## config.mk

```make
export PLATFORM = sky130hd
export DESIGN_NAME = sprite_layer_flat
export DESIGN_NICKNAME = d
export VERILOG_FILES = /design/src/rtl/sprite_pkg.sv /design/src/rtl/sprite_layer_if.sv /design/src/rtl/sprite_addr_gen.sv /design/src/rtl/sprite_layer.sv /design/src/flat_wrapper.sv
export SDC_FILE = /design/constraint.sdc
export NUM_CORES = 1
export LEC_CHECK = 0
export ABC_AREA = 1
export CORE_MARGIN = 2
export CORE_UTILIZATION = 20
export DETAILED_ROUTE_END_ITERATION = 6
export PLACE_DENSITY = 0.8
export SETUP_SLACK_MARGIN = 0.2
export SYNTH_ARGS = -nofsm -noshare
export SYNTH_HDL_FRONTEND = slang
export SYNTH_SLANG_ARGS = --single-unit
```

## constraint.sdc

```tcl
create_clock -name clk -period 0.9 [get_ports clk]
set_input_delay 0.225 -clock clk [delete_from_list [all_inputs] [get_ports clk]]
set_output_delay 0.225 -clock clk [all_outputs]
set_load 0.05 [all_outputs]
```

## src/rtl/sprite_pkg.sv

```systemverilog
// ============================================================================
//  Module   : sprite_pkg
//  Purpose  : Shared definitions for the sprite layer: command word field
//             positions, info/type codes, pattern and sprite state records,
//             and the pixels-per-ROM-word helper.
//  Ports    : none (package)
//  Revision : 1.0 - initial release
// ============================================================================
`default_nettype none

package sprite_pkg;

  // Command word layout
  localparam int CMD_SUB_LO   = 26;
  localparam int CMD_CHILD_LO = 21;
  localparam int CMD_INFO_LO  = 17;
  localparam int CMD_TYPE_LO  = 14;
  localparam int CMD_PP_BIT   = 13;

  // Info codes
  localparam logic [3:0] INFO_WRITE = 4'h1;
  localparam logic [3:0] INFO_SWAP  = 4'hF;

  // State-write type codes
  localparam logic [2:0] TYPE_CTRL  = 3'b001;
  localparam logic [2:0] TYPE_X     = 3'b010;
  localparam logic [2:0] TYPE_Y     = 3'b011;
  localparam logic [2:0] TYPE_SHIFT = 3'b100;

  localparam int PATTERN_BITS = 36;

  typedef struct packed {
    logic [15:0] base;
    logic [9:0]  w;
    logic [9:0]  h;
  } pattern_t;

  typedef struct packed {
    logic       visible;
    logic       flip;
    logic [4:0] pattern;
    logic [9:0] x;
    logic [9:0] y;
    logic [9:0] shift;
  } sprite_state_t;

  function automatic int pix_per_word(input int mem_width, input int bpp);
    return mem_width / bpp;
  endfunction

endpackage

`default_nettype wire

```

## src/rtl/sprite_layer_if.sv

```systemverilog
// ============================================================================
//  Module   : sprite_layer_if
//  Purpose  : Command bus plus VGA position/pixel signals of the sprite layer.
//  Signals  : write, writedata[31:0]   command strobe and word
//             hcount, vcount [9:0]     pixel position from the VGA counter
//             RGB_output[23:0]         rendered pixel colour
//             swap_pending, front      buffer swap status
//  Modports : master (drives commands/position), slave (the sprite layer)
//  Revision : 1.0 - initial release
// ============================================================================
`default_nettype none

interface sprite_layer_if;
  logic        write;
  logic [31:0] writedata;
  logic [9:0]  hcount;
  logic [9:0]  vcount;
  logic [23:0] RGB_output;
  logic        swap_pending;
  logic        front;

  modport master (output write, writedata, hcount, vcount,
                  input  RGB_output, swap_pending, front);
  modport slave  (input  write, writedata, hcount, vcount,
                  output RGB_output, swap_pending, front);
endinterface

`default_nettype wire

```

## src/rtl/sprite_addr_gen.sv

```systemverilog
// ============================================================================
//  Module   : sprite_addr_gen
//  Purpose  : Combinational per-sprite hit test and ROM {word, lane} address.
//  Ports    : state_i    sprite state of the displayed buffer
//             pat_i      pattern entry selected by state_i.pattern
//             hcount_i   pixel column
//             vcount_i   pixel line
//             hit_o      visible, inside the sprite box and inside the ROM
//             word_o     ROM word address
//             lane_o     pixel lane within the ROM word (lane 0 = LSBs)
//  Revision : 1.0 - initial release
// ============================================================================
`default_nettype none

module sprite_addr_gen
  import sprite_pkg::*;
#(
  parameter int MEM_WORDS   = 128,
  parameter int MEM_WIDTH   = 4,
  parameter int BPP         = 2,
  parameter int PATTERN_NUM = 2,
  parameter int ADDR_W      = 7,
  parameter int LANE_W      = 1
) (
  input  sprite_state_t     state_i,
  input  pattern_t          pat_i,
  input  logic [9:0]        hcount_i,
  input  logic [9:0]        vcount_i,
  output logic              hit_o,
  output logic [ADDR_W-1:0] word_o,
  output logic [LANE_W-1:0] lane_o
);

  localparam int PPW = pix_per_word(MEM_WIDTH, BPP);

  logic        in_x, in_y, in_mem, pat_ok;
  logic [10:0] x_end, y_end;
  logic [9:0]  dx, dy;
  logic [10:0] col_sum;
  logic [9:0]  col_raw, col;
  logic [15:0] pix, word_full;

  // 11-bit sums keep a sprite near the right/bottom edge from wrapping to 0.
  assign x_end = {1'b0, state_i.x} + {1'b0, pat_i.w};
  assign y_end = {1'b0, state_i.y} + {1'b0, pat_i.h};
  assign in_x  = (hcount_i >= state_i.x) && ({1'b0, hcount_i} < x_end);
  assign in_y  = (vcount_i >= state_i.y) && ({1'b0, vcount_i} < y_end);

  assign dx      = hcount_i - state_i.x;
  assign dy      = vcount_i - state_i.y;
  assign col_sum = {1'b0, dx} + {1'b0, state_i.shift};
  // Zero-width patterns never hit; the guard only avoids a divide by zero.
  assign col_raw = (pat_i.w == 10'd0) ? 10'd0 : 10'(col_sum % {1'b0, pat_i.w});
  assign col     = state_i.flip ? (pat_i.w - 10'd1 - col_raw) : col_raw;

  assign pix       = pat_i.base + 16'({10'b0, dy} * {10'b0, pat_i.w}) + {6'b0, col};
  assign word_full = pix / 16'(PPW);
  assign in_mem    = {16'b0, word_full} < 32'(MEM_WORDS);
  assign pat_ok    = {27'b0, state_i.pattern} < 32'(PATTERN_NUM);

  assign hit_o  = state_i.visible && in_x && in_y && in_mem && pat_ok;
  assign word_o = ADDR_W'(word_full);
  assign lane_o = LANE_W'(pix % 16'(PPW));

endmodule

`default_nettype wire

```

## src/rtl/sprite_layer.sv

```systemverilog
// ============================================================================
//  Module   : sprite_layer
//  Purpose  : Ping-pong sprite state decoded from 32-bit commands, frame-
//             boundary buffer swap, and a 2-stage pattern-ROM pixel renderer.
//  Ports    : clk     the single clock
//             reset   synchronous active-high reset
//             bus     sprite_layer_if.slave: write/writedata commands,
//                     hcount/vcount in, RGB_output (2-cycle latency),
//                     swap_pending and front status out
//  Revision : 1.0 - initial release
// ============================================================================
`default_nettype none

module sprite_layer
  import sprite_pkg::*;
#(
  parameter logic [5:0]  SUB_COMP_ID = 6'd16,
  parameter int          CHILD_NUM   = 4,
  parameter int          PATTERN_NUM = 2,
  parameter int          MEM_WORDS   = 128,
  parameter int          MEM_WIDTH   = 4,
  parameter int          BPP         = 2,
  parameter logic [23:0] BG_COLOR    = 24'h9290ff,
  parameter logic [9:0]  SWAP_LINE   = 10'd480,
  // Entry p at [p*36 +: 36] = {base[15:0], W[9:0], H[9:0]}
  parameter logic [PATTERN_NUM*PATTERN_BITS-1:0] PATTERN_TABLE =
    {16'd128, 10'd16, 10'd8, 16'd0, 10'd32, 10'd4},
  // Entry i at [i*24 +: 24]; entry 0 is never shown (transparent)
  parameter logic [(2**BPP)*24-1:0] PALETTE =
    {24'hffff00, 24'h0000ff, 24'hff0000, 24'h000000},
  // ROM image, word i at [i*MEM_WIDTH +: MEM_WIDTH]
  parameter logic [MEM_WORDS*MEM_WIDTH-1:0] MEM_INIT = '0
) (
  input  logic          clk,
  input  logic          reset,
  sprite_layer_if.slave bus
);

  localparam int PPW    = pix_per_word(MEM_WIDTH, BPP);
  localparam int ADDR_W = (MEM_WORDS > 1) ? $clog2(MEM_WORDS) : 1;
  localparam int LANE_W = (PPW > 1) ? $clog2(PPW) : 1;

  // ---------------- command decode and sprite state ----------------
  sprite_state_t st_q [2][CHILD_NUM];
  sprite_state_t st_d [2][CHILD_NUM];
  logic front_q, front_d, pend_q, pend_d, target_q, target_d;
  logic swap_exec;

  logic [5:0] cmd_sub;
  logic [4:0] cmd_child;
  logic [3:0] cmd_info;
  logic [2:0] cmd_type;
  logic       cmd_pp;

  assign cmd_sub   = bus.writedata[CMD_SUB_LO   +: 6];
  assign cmd_child = bus.writedata[CMD_CHILD_LO +: 5];
  assign cmd_info  = bus.writedata[CMD_INFO_LO  +: 4];
  assign cmd_type  = bus.writedata[CMD_TYPE_LO  +: 3];
  assign cmd_pp    = bus.writedata[CMD_PP_BIT];

  assign swap_exec = pend_q && (bus.vcount == SWAP_LINE) && (bus.hcount == 10'd0);

  always_comb begin
    st_d     = st_q;
    front_d  = front_q;
    pend_d   = pend_q;
    target_d = target_q;

    // Clear first so a same-cycle visible=1 write below overrides it.
    if (swap_exec) begin
      front_d = target_q;
      pend_d  = 1'b0;
      for (int b = 0; b < 2; b++)
        for (int c = 0; c < CHILD_NUM; c++)
          if (1'(b) != target_q) st_d[b][c].visible = 1'b0;
    end

    // A request arriving on the execution cycle re-arms for the next frame.
    if (bus.write && cmd_info == INFO_SWAP) begin
      pend_d   = 1'b1;
      target_d = cmd_pp;
    end

    if (bus.write && cmd_info == INFO_WRITE && cmd_sub == SUB_COMP_ID) begin
      for (int b = 0; b < 2; b++)
        for (int c = 0; c < CHILD_NUM; c++)
          if (cmd_pp == 1'(b) && cmd_child == 5'(c)) begin
            case (cmd_type)
              TYPE_CTRL: begin
                st_d[b][c].visible = bus.writedata[12];
                st_d[b][c].flip    = bus.writedata[11];
                if ({27'b0, bus.writedata[4:0]} < 32'(PATTERN_NUM))
                  st_d[b][c].pattern = bus.writedata[4:0];
              end
              TYPE_X:     st_d[b][c].x     = bus.writedata[9:0];
              TYPE_Y:     st_d[b][c].y     = bus.writedata[9:0];
              TYPE_SHIFT: st_d[b][c].shift = bus.writedata[9:0];
              default: ;
            endcase
          end
    end
  end

  always_ff @(posedge clk) begin
    if (reset) begin
      for (int b = 0; b < 2; b++)
        for (int c = 0; c < CHILD_NUM; c++)
          st_q[b][c] <= '0;
      front_q  <= 1'b0;
      pend_q   <= 1'b0;
      target_q <= 1'b0;
    end else begin
      st_q     <= st_d;
      front_q  <= front_d;
      pend_q   <= pend_d;
      target_q <= target_d;
    end
  end

  // ---------------- stage 1: hit test, address, ROM read ----------------
  logic [MEM_WIDTH-1:0] rom   [MEM_WORDS];
  logic                 w_hit [CHILD_NUM];
  logic [ADDR_W-1:0]    w_word[CHILD_NUM];
  logic [LANE_W-1:0]    w_lane[CHILD_NUM];

  for (genvar i = 0; i < MEM_WORDS; i++) begin : g_rom
    assign rom[i] = MEM_INIT[i*MEM_WIDTH +: MEM_WIDTH];
  end

  for (genvar c = 0; c < CHILD_NUM; c++) begin : g_child
    sprite_state_t st_c;
    pattern_t      pat_c;

    assign st_c = st_q[front_q][c];

    always_comb begin
      pat_c = '0;
      for (int p = 0; p < PATTERN_NUM; p++)
        if (st_c.pattern == 5'(p)) pat_c = PATTERN_TABLE[p*PATTERN_BITS +: PATTERN_BITS];
    end

    sprite_addr_gen #(
      .MEM_WORDS  (MEM_WORDS),
      .MEM_WIDTH  (MEM_WIDTH),
      .BPP        (BPP),
      .PATTERN_NUM(PATTERN_NUM),
      .ADDR_W     (ADDR_W),
      .LANE_W     (LANE_W)
    ) u_addr_gen (
      .state_i (st_c),
      .pat_i   (pat_c),
      .hcount_i(bus.hcount),
      .vcount_i(bus.vcount),
      .hit_o   (w_hit[c]),
      .word_o  (w_word[c]),
      .lane_o  (w_lane[c])
    );
  end

  logic                 hit1_q [CHILD_NUM];
  logic [LANE_W-1:0]    lane1_q[CHILD_NUM];
  logic [MEM_WIDTH-1:0] rom1_q [CHILD_NUM];

  always_ff @(posedge clk) begin
    for (int c = 0; c < CHILD_NUM; c++) begin
      if (reset) begin
        hit1_q[c]  <= 1'b0;
        lane1_q[c] <= '0;
        rom1_q[c]  <= '0;
      end else begin
        hit1_q[c]  <= w_hit[c];
        lane1_q[c] <= w_lane[c];
        rom1_q[c]  <= rom[w_word[c]];
      end
    end
  end

  // ---------------- stage 2: lane select, palette, priority ----------------
  logic [BPP-1:0] w_idx[CHILD_NUM];
  logic [23:0]    rgb_d, rgb_q;

  for (genvar c = 0; c < CHILD_NUM; c++) begin : g_lane
    assign w_idx[c] = rom1_q[c][int'(lane1_q[c])*BPP +: BPP];
  end

  // Walk from the highest child down so the lowest opaque index wins.
  always_comb begin
    rgb_d = BG_COLOR;
    for (int c = CHILD_NUM - 1; c >= 0; c--)
      if (hit1_q[c] && w_idx[c] != '0) rgb_d = PALETTE[int'(w_idx[c])*24 +: 24];
  end

  always_ff @(posedge clk) begin
    if (reset) rgb_q <= BG_COLOR;
    else       rgb_q <= rgb_d;
  end

  assign bus.RGB_output   = rgb_q;
  assign bus.swap_pending = pend_q;
  assign bus.front        = front_q;

endmodule

`default_nettype wire
```

## src/flat_wrapper.sv

```systemverilog
// flat-port wrapper written by rule: the top's interface ports become plain ports
module sprite_layer_flat import sprite_pkg::*;
#(
  parameter logic [5:0]  SUB_COMP_ID = 6'd16,
  parameter int          CHILD_NUM   = 4,
  parameter int          PATTERN_NUM = 2,
  parameter int          MEM_WORDS   = 128,
  parameter int          MEM_WIDTH   = 4,
  parameter int          BPP         = 2,
  parameter logic [23:0] BG_COLOR    = 24'h9290ff,
  parameter logic [9:0]  SWAP_LINE   = 10'd480,
                                                           
  parameter logic [PATTERN_NUM*PATTERN_BITS-1:0] PATTERN_TABLE =
    {16'd128, 10'd16, 10'd8, 16'd0, 10'd32, 10'd4},
                                                                  
  parameter logic [(2**BPP)*24-1:0] PALETTE =
    {24'hffff00, 24'h0000ff, 24'hff0000, 24'h000000},
                                                    
  parameter logic [MEM_WORDS*MEM_WIDTH-1:0] MEM_INIT = '0
)
  (clk, reset, bus_write, bus_writedata, bus_hcount, bus_vcount, bus_RGB_output, bus_swap_pending, bus_front);
  sprite_layer_if bus_i ();
  input  logic clk;
  input  logic reset;
  input wire logic [$bits(bus_i.write)-1:0] bus_write;
  input wire logic [$bits(bus_i.writedata)-1:0] bus_writedata;
  input wire logic [$bits(bus_i.hcount)-1:0] bus_hcount;
  input wire logic [$bits(bus_i.vcount)-1:0] bus_vcount;
  output wire logic [$bits(bus_i.RGB_output)-1:0] bus_RGB_output;
  output wire logic [$bits(bus_i.swap_pending)-1:0] bus_swap_pending;
  output wire logic [$bits(bus_i.front)-1:0] bus_front;
  assign bus_i.write = bus_write;
  assign bus_i.writedata = bus_writedata;
  assign bus_i.hcount = bus_hcount;
  assign bus_i.vcount = bus_vcount;
  assign bus_RGB_output = bus_i.RGB_output;
  assign bus_swap_pending = bus_i.swap_pending;
  assign bus_front = bus_i.front;
  sprite_layer #(.SUB_COMP_ID(SUB_COMP_ID), .CHILD_NUM(CHILD_NUM), .PATTERN_NUM(PATTERN_NUM), .MEM_WORDS(MEM_WORDS), .MEM_WIDTH(MEM_WIDTH), .BPP(BPP), .BG_COLOR(BG_COLOR), .SWAP_LINE(SWAP_LINE), .PATTERN_TABLE(PATTERN_TABLE), .PALETTE(PALETTE), .MEM_INIT(MEM_INIT)) u_core (.clk(clk), .reset(reset), .bus(bus_i));
endmodule
```

==> results of run 1 <==
-- kinds of logic after synthesis --
family                 after synthesis  synth area share, %
DFF                                  3                 13.5
buffers and inverters               32                 47.2
and+or+nand+nor                     38                 34.3
AOI/OAI and AO/OA                    3                 3.37
other                                2                 1.69
-- area by class of cell --
cell class	instances	share of cell area [%]
Timing Repair Buffer	31	39.9
Clock buffer	4	3.64
Tap cell	28	4.85
Inverter	8	4.16
Multi-Input combinational cell	65	38.5
Sequential cell	3	9.01
-- registers in the layout, indices dropped and copies added, names as in the netlist --
signal / cells
u_core.bus.front: 1
u_core.bus.swap_pending: 1
u_core.target_q: 1
-- report_power, final --
part           internal, mW  total [mW]  leakage, nW  switching, mW
clock                 0.166       0.240       0.0150         0.0738
sequential            0.133       0.134       0.0255        0.00108
combinational        0.0798       0.348        0.354          0.269
total                 0.380       0.723        0.395          0.343
-- what timing repair did --
item                       4_1_cts  5_1_grt
setup buffers                    1        0
pin swaps                       21        6
cloned                           0        0
setup endpoints to repair        5        5
gates resized for setup         34        5
-- Yosys cell counts --
master | n | area (um^2)
sky130_fd_sc_hd__a21oi_1 | 2 | 10.0
sky130_fd_sc_hd__buf_4 | 24 | 180
sky130_fd_sc_hd__conb_1 | 2 | 7.51
sky130_fd_sc_hd__dfxtp_1 | 3 | 60.1
sky130_fd_sc_hd__inv_1 | 8 | 30.0
sky130_fd_sc_hd__nand2_1 | 12 | 45.0
sky130_fd_sc_hd__nand3_1 | 3 | 15.0
sky130_fd_sc_hd__nand3b_1 | 1 | 7.51
sky130_fd_sc_hd__nand4_1 | 1 | 6.26
sky130_fd_sc_hd__nor2_1 | 21 | 78.8
sky130_fd_sc_hd__o21ai_0 | 1 | 5.00
-- per-stage QoR --
stage | setup WS (ns) | power, mW | hold WS [ns]
floorplan | -0.0134 | 0.468 | 0.284
global placement | -0.419 | 0.516 | 0.433
detailed placement | -0.426 | 0.521 | 0.448
CTS | -0.152 | 0.732 | 0.273
global route | -0.164 | 0.759 | 0.289
finish | -0.143 | 0.723 | 0.285
-- layer usage --
metal	vias up	part of all wire [%]	routed length (um)
met1	203	36	358
met4	0	2.3	23
li1	252	-	-
met3	3	10	102
met2	33	52	520
met5	-	0	0
-- final timing paths --
check                                               end  slack, ns
worst max-delay path                   bus_swap_pending      -0.14
worst min-delay path            u_core.bus.swap_pending       0.28
worst max register to register         u_core.bus.front          0
worst min register to register          u_core.target_q       0.45
==> impl_metrics.yaml, run 1 <==
outcome:
  run_status: "finished, violations left"
  failed_checks: "setup timing"
drt:
  first_pass_iters: 4
  avgRoutedWirePerCell_um: 7.23
  routed-via-count: 491
  via_per_inst: 3.53
  routed_wirelength_um: 1010
  initialDrtViolationCount: 2
  postRouteAntennaNets: 0
  drc_errors: 0
global_route:
  antenna_found_initial: 0
  first_global_vias: 412
  global_route.peak_usage_layer: "met2"
  grtUsageMet2_pct: 14.5
  grt_start_max_net_pins: 4
  grt_pass1_wl_um: 1510
  met1_usage_pct: 7.41
  grt_overflow_total: 0
  grtUsageTotal_pct: 7.65
  groute.layer.met3.usage_pct: 1.17
floorplan:
  pin_count: 81
  initial_core_util_pct: 20.7
  dieWidth_um: 51.2
  rows: 17
  core-area_um2: 2150
  die_h_um: 51.2
  design.die.area_um2: 2620
cells_and_area:
  final_util_pct: 33.6
  multi_input_area_um2: 278
  ff_latch_area_um2: 65.1
  layout_commonest_cell: "sky130_fd_sc_hd__conb_1"
  antenna_cells_inserted: 0
  layout_common_cells: "sky130_fd_sc_hd__conb_1 (24), sky130_fd_sc_hd__dlygate4sd2_1 (23), sky130_fd_sc_hd__nor2_1 (20)"
  post-route-cell-area_um2: 722
  fillCellCount: 254
  area_delta_synth_final_pct: 62.1
  final_instance_count_without_filler_cells: 139
  nNetsFinal: 167
  drive_gt1_share_pct: 13.5
clock_tree:
  cts.root.buffer_cell: "sky130_fd_sc_hd__clkbuf_4"
  ctsHoldBuffers: 0
  cts_tree: "yes"
  max-clock-path-buffers: 2
  h-tree-depth: 1
  cts_num_sinks: 3
  clock_insertion_delay_worst_skew_ns: 0.24
  clkTransAtPathRegs_ns: 0.04
  cts_inserted_buffers: 3
worst_hold_path:
  whs_path_depth: 2
  hold_path.startpoint: "reset"
  hold_crit_path_type: "in -> reg"
place:
  dpl-instance-area_um2: 706
  place.gp.congestion: 0.689
  port_buffers: 29
  post-dp-hpwl_um: 875
  place_inst: 134
sta:
  finalWorstPathRequiredPeriod_ns: 1.04
  skew_final_ns: 0.00446
  finalSetupViolCount: 3
  fin_tns_setup_ns: -0.191
  timing.fmax_mhz: 959
  min_period_over_period_pct: 116
  hold_violations: 0
  setup_slack_ns: -0.143
  report.final.slew_viol_count: 0
  setup_repair_after_global_routing_missed_its_margin: "yes"
synthesis:
  synth.ff_latch_count: 3
  synthesis.area_um2: 445
  synthesis.yosys.warnings: 0
  synth_cells: 78
  ys_seq_area_share_pct: 13.5
  synth_cell_types: 11
  per_instance_average_area_after_synthesis_um2: 5.71
setup_path:
  worst-path-stages: 2
  crit_chain: "buf_6 > buf_12"
  crit_start: "u_core.bus.swap_pending"
  timing.critical_path.max_delay_family: "flip-flops"
  crit_path_max_fanout: 2
  crit_buf_inv: 2
  critPathRequiredTime_ns: 0.67
  signal_arrival_time_at_the_worst_endpoint_ns: 0.82
  worstSetupEndpointType: "primary output"
  timing.rr.start: "u_core.bus.swap_pending"
  cp_slowest_cell: "sky130_fd_sc_hd__dfxtp_4"
  critical_path.max_stage_delay_ns: 0.33
  rr_worst_depth: 7
  critical_path_class: "reg -> out"
  worstSetupStartpointType: "register"
job:
  max-cap-violations: 0
power_and_ir_drop:
  leakage_nw: 0.395
  vdd_drop_max_v: 0.000513
  power_per_cell_area_nw_per_um2: 1000
Note: power is estimated with default switching activity, not from simulation.
==> run 2, diff against run 1 <==
==> constraint.sdc (replaced) <==
create_clock -name clk -period 1 [get_ports clk]
set_input_delay 0.25 -clock clk [delete_from_list [all_inputs] [get_ports clk]]
set_output_delay 0.25 -clock clk [all_outputs]
set_load 0.05 [all_outputs]
==> impl_metrics.yaml, run 2 (same netlist as run 1, synthesis figures left out) <==
drt:
  postRouteAntennaNets: 0
  drc_errors: 0
  routed-via-count: 492
  first_pass_iters: 4
  routed_wirelength_um: 1020
  initialDrtViolationCount: 12
  avgRoutedWirePerCell_um: 7.47
  via_per_inst: 3.59
sta:
  setup_repair_after_global_routing_missed_its_margin: "yes"
  timing.fmax_mhz: 1020
  report.final.slew_viol_count: 0
  finalWorstPathRequiredPeriod_ns: 0.976
  final.hold.worst_slack_ns: 0.209
  hold_violations: 0
  min_period_over_period_pct: 97.6
  finalSetupViolCount: 0
  skew_final_ns: 0.00443
  setup_slack_ns: 0.0238
floorplan:
  core-area_um2: 2150
  rows: 17
  initial_core_util_pct: 20.7
  pin_count: 81
  dieWidth_um: 51.2
  die_h_um: 51.2
  design.die.area_um2: 2620
place:
  place_inst: 133
  port_buffers: 29
  place.gp.congestion: 0.685
  detailedPlace.worstSlack_ns: -0.357
  post-dp-hpwl_um: 944
setup_path:
  worstSetupEndpointType: "primary output"
  critical_path_class: "reg -> out"
  critPathRequiredTime_ns: 0.75
  critical_path.max_stage_delay_ns: 0.35
  crit_buf_inv: 1
  timing.critical_path.max_delay_family: "flip-flops"
  crit_path_max_fanout: 3
  crit_chain: "buf_12"
  crit_start: "u_core.bus.swap_pending"
  signal_arrival_time_at_the_worst_endpoint_ns: 0.73
  cp_slowest_cell: "sky130_fd_sc_hd__dfxtp_4"
  worstSetupStartpointType: "register"
  timing.rr.start: "u_core.bus.swap_pending"
global_route:
  grt_overflow_total: 0
  grt_start_max_net_pins: 4
  grt_pass1_wl_um: 1680
  first_global_vias: 449
  antenna_found_initial: 0
  grtUsageTotal_pct: 8.26
clock_tree:
  cts_inserted_buffers: 3
  cts_tree: "yes"
  ctsHoldBuffers: 0
  cts_num_sinks: 3
  clkTransAtPathRegs_ns: 0.04
  max-clock-path-buffers: 2
  clock_insertion_delay_worst_skew_ns: 0.23
  cts.root.buffer_cell: "sky130_fd_sc_hd__clkbuf_4"
  h-tree-depth: 1
job:
  max-cap-violations: 0
cells_and_area:
  nNetsFinal: 165
  area_delta_synth_final_pct: 57.6
  antenna_cells_inserted: 0
  drive_gt1_share_pct: 11.0
  layout_commonest_cell: "sky130_fd_sc_hd__conb_1"
  layout_common_cells: "sky130_fd_sc_hd__conb_1 (24), sky130_fd_sc_hd__dlygate4sd2_1 (20), sky130_fd_sc_hd__nor2_1 (19)"
  final_instance_count_without_filler_cells: 137
worst_hold_path:
  hold_crit_path_type: "in -> reg"
  hold_path.startpoint: "reset"
power_and_ir_drop:
  power_per_cell_area_nw_per_um2: 920
  leakage_nw: 0.372
  finalPower_uw: 646
  vdd_drop_max_v: 0.000664
outcome:
  run_status: "finished, final reports clean"
## run 2: layout make-up
class	instances	area [um^2]
fillers	255	1450
clock buffers	4	26.3
flip-flops and latches	3	65.1
multi-input cells	65	268
repair buffers	29	278
inverters	8	30.0
well taps	28	35.0
## run 2: timing repair
action / in CTS / in global routing
hold endpoints to repair: 0 / 0
pin swaps: 18 / 15
gates cloned: 0 / 0
setup buffers: 0 / 0
setup endpoints to repair: 5 / 5
resized for setup: 28 / 9
## run 2: through the flow
| step | TNS [ns] | cell area (um^2) | utilization, % |
|---|---|---|---|
| 3_5_place_dp | -1.01 | 698 | 32.5 |
| 3_3_place_gp | -0.931 | 698 | 32.5 |
| 2_1_floorplan | 0 | 533 | - |
| 4_1_cts | 0 | 701 | 32.6 |
| 5_1_grt | -0.00307 | 702 | 32.7 |
| 6_report | 0 | 702 | 32.7 |
## run 2: final timing paths
kind / slack (ns) / cells past startpoint / endpoint
worst max-delay path: 0.02 / 1 / bus_swap_pending
worst min register to register: 0.45 / 2 / u_core.target_q
worst max register to register: 0.12 / 5 / u_core.bus.swap_pending
worst min-delay path: 0.21 / 2 / u_core.bus.swap_pending
## run 2: layer usage
layer	routed length, um	vias to the layer above	global-route usage [%]
met5	0	-	0
met4	0	0	4.05
met3	104	0	2.92
met2	556	32	16.2
met1	363	211	7.23
li1	-	249	-
## run 2: power by group
part | switching (mW) | internal (mW)
registers | 0.00164 | 0.120
logic | 0.238 | 0.0723
clock network | 0.0641 | 0.150
==> run 3, diff against run 2 <==
--- a/config.mk
+++ b/config.mk
@@ -11,6 +11,7 @@
 export DETAILED_ROUTE_END_ITERATION = 6
 export PLACE_DENSITY = 0.8
 export SETUP_SLACK_MARGIN = 0.2
+export SKIP_LAST_GASP = 1
 export SYNTH_ARGS = -nofsm -noshare
 export SYNTH_HDL_FRONTEND = slang
 export SYNTH_SLANG_ARGS = --single-unit
==> results of run 3 <==
Same layout as run 2: the final DEF is identical, and so are final timing and power.
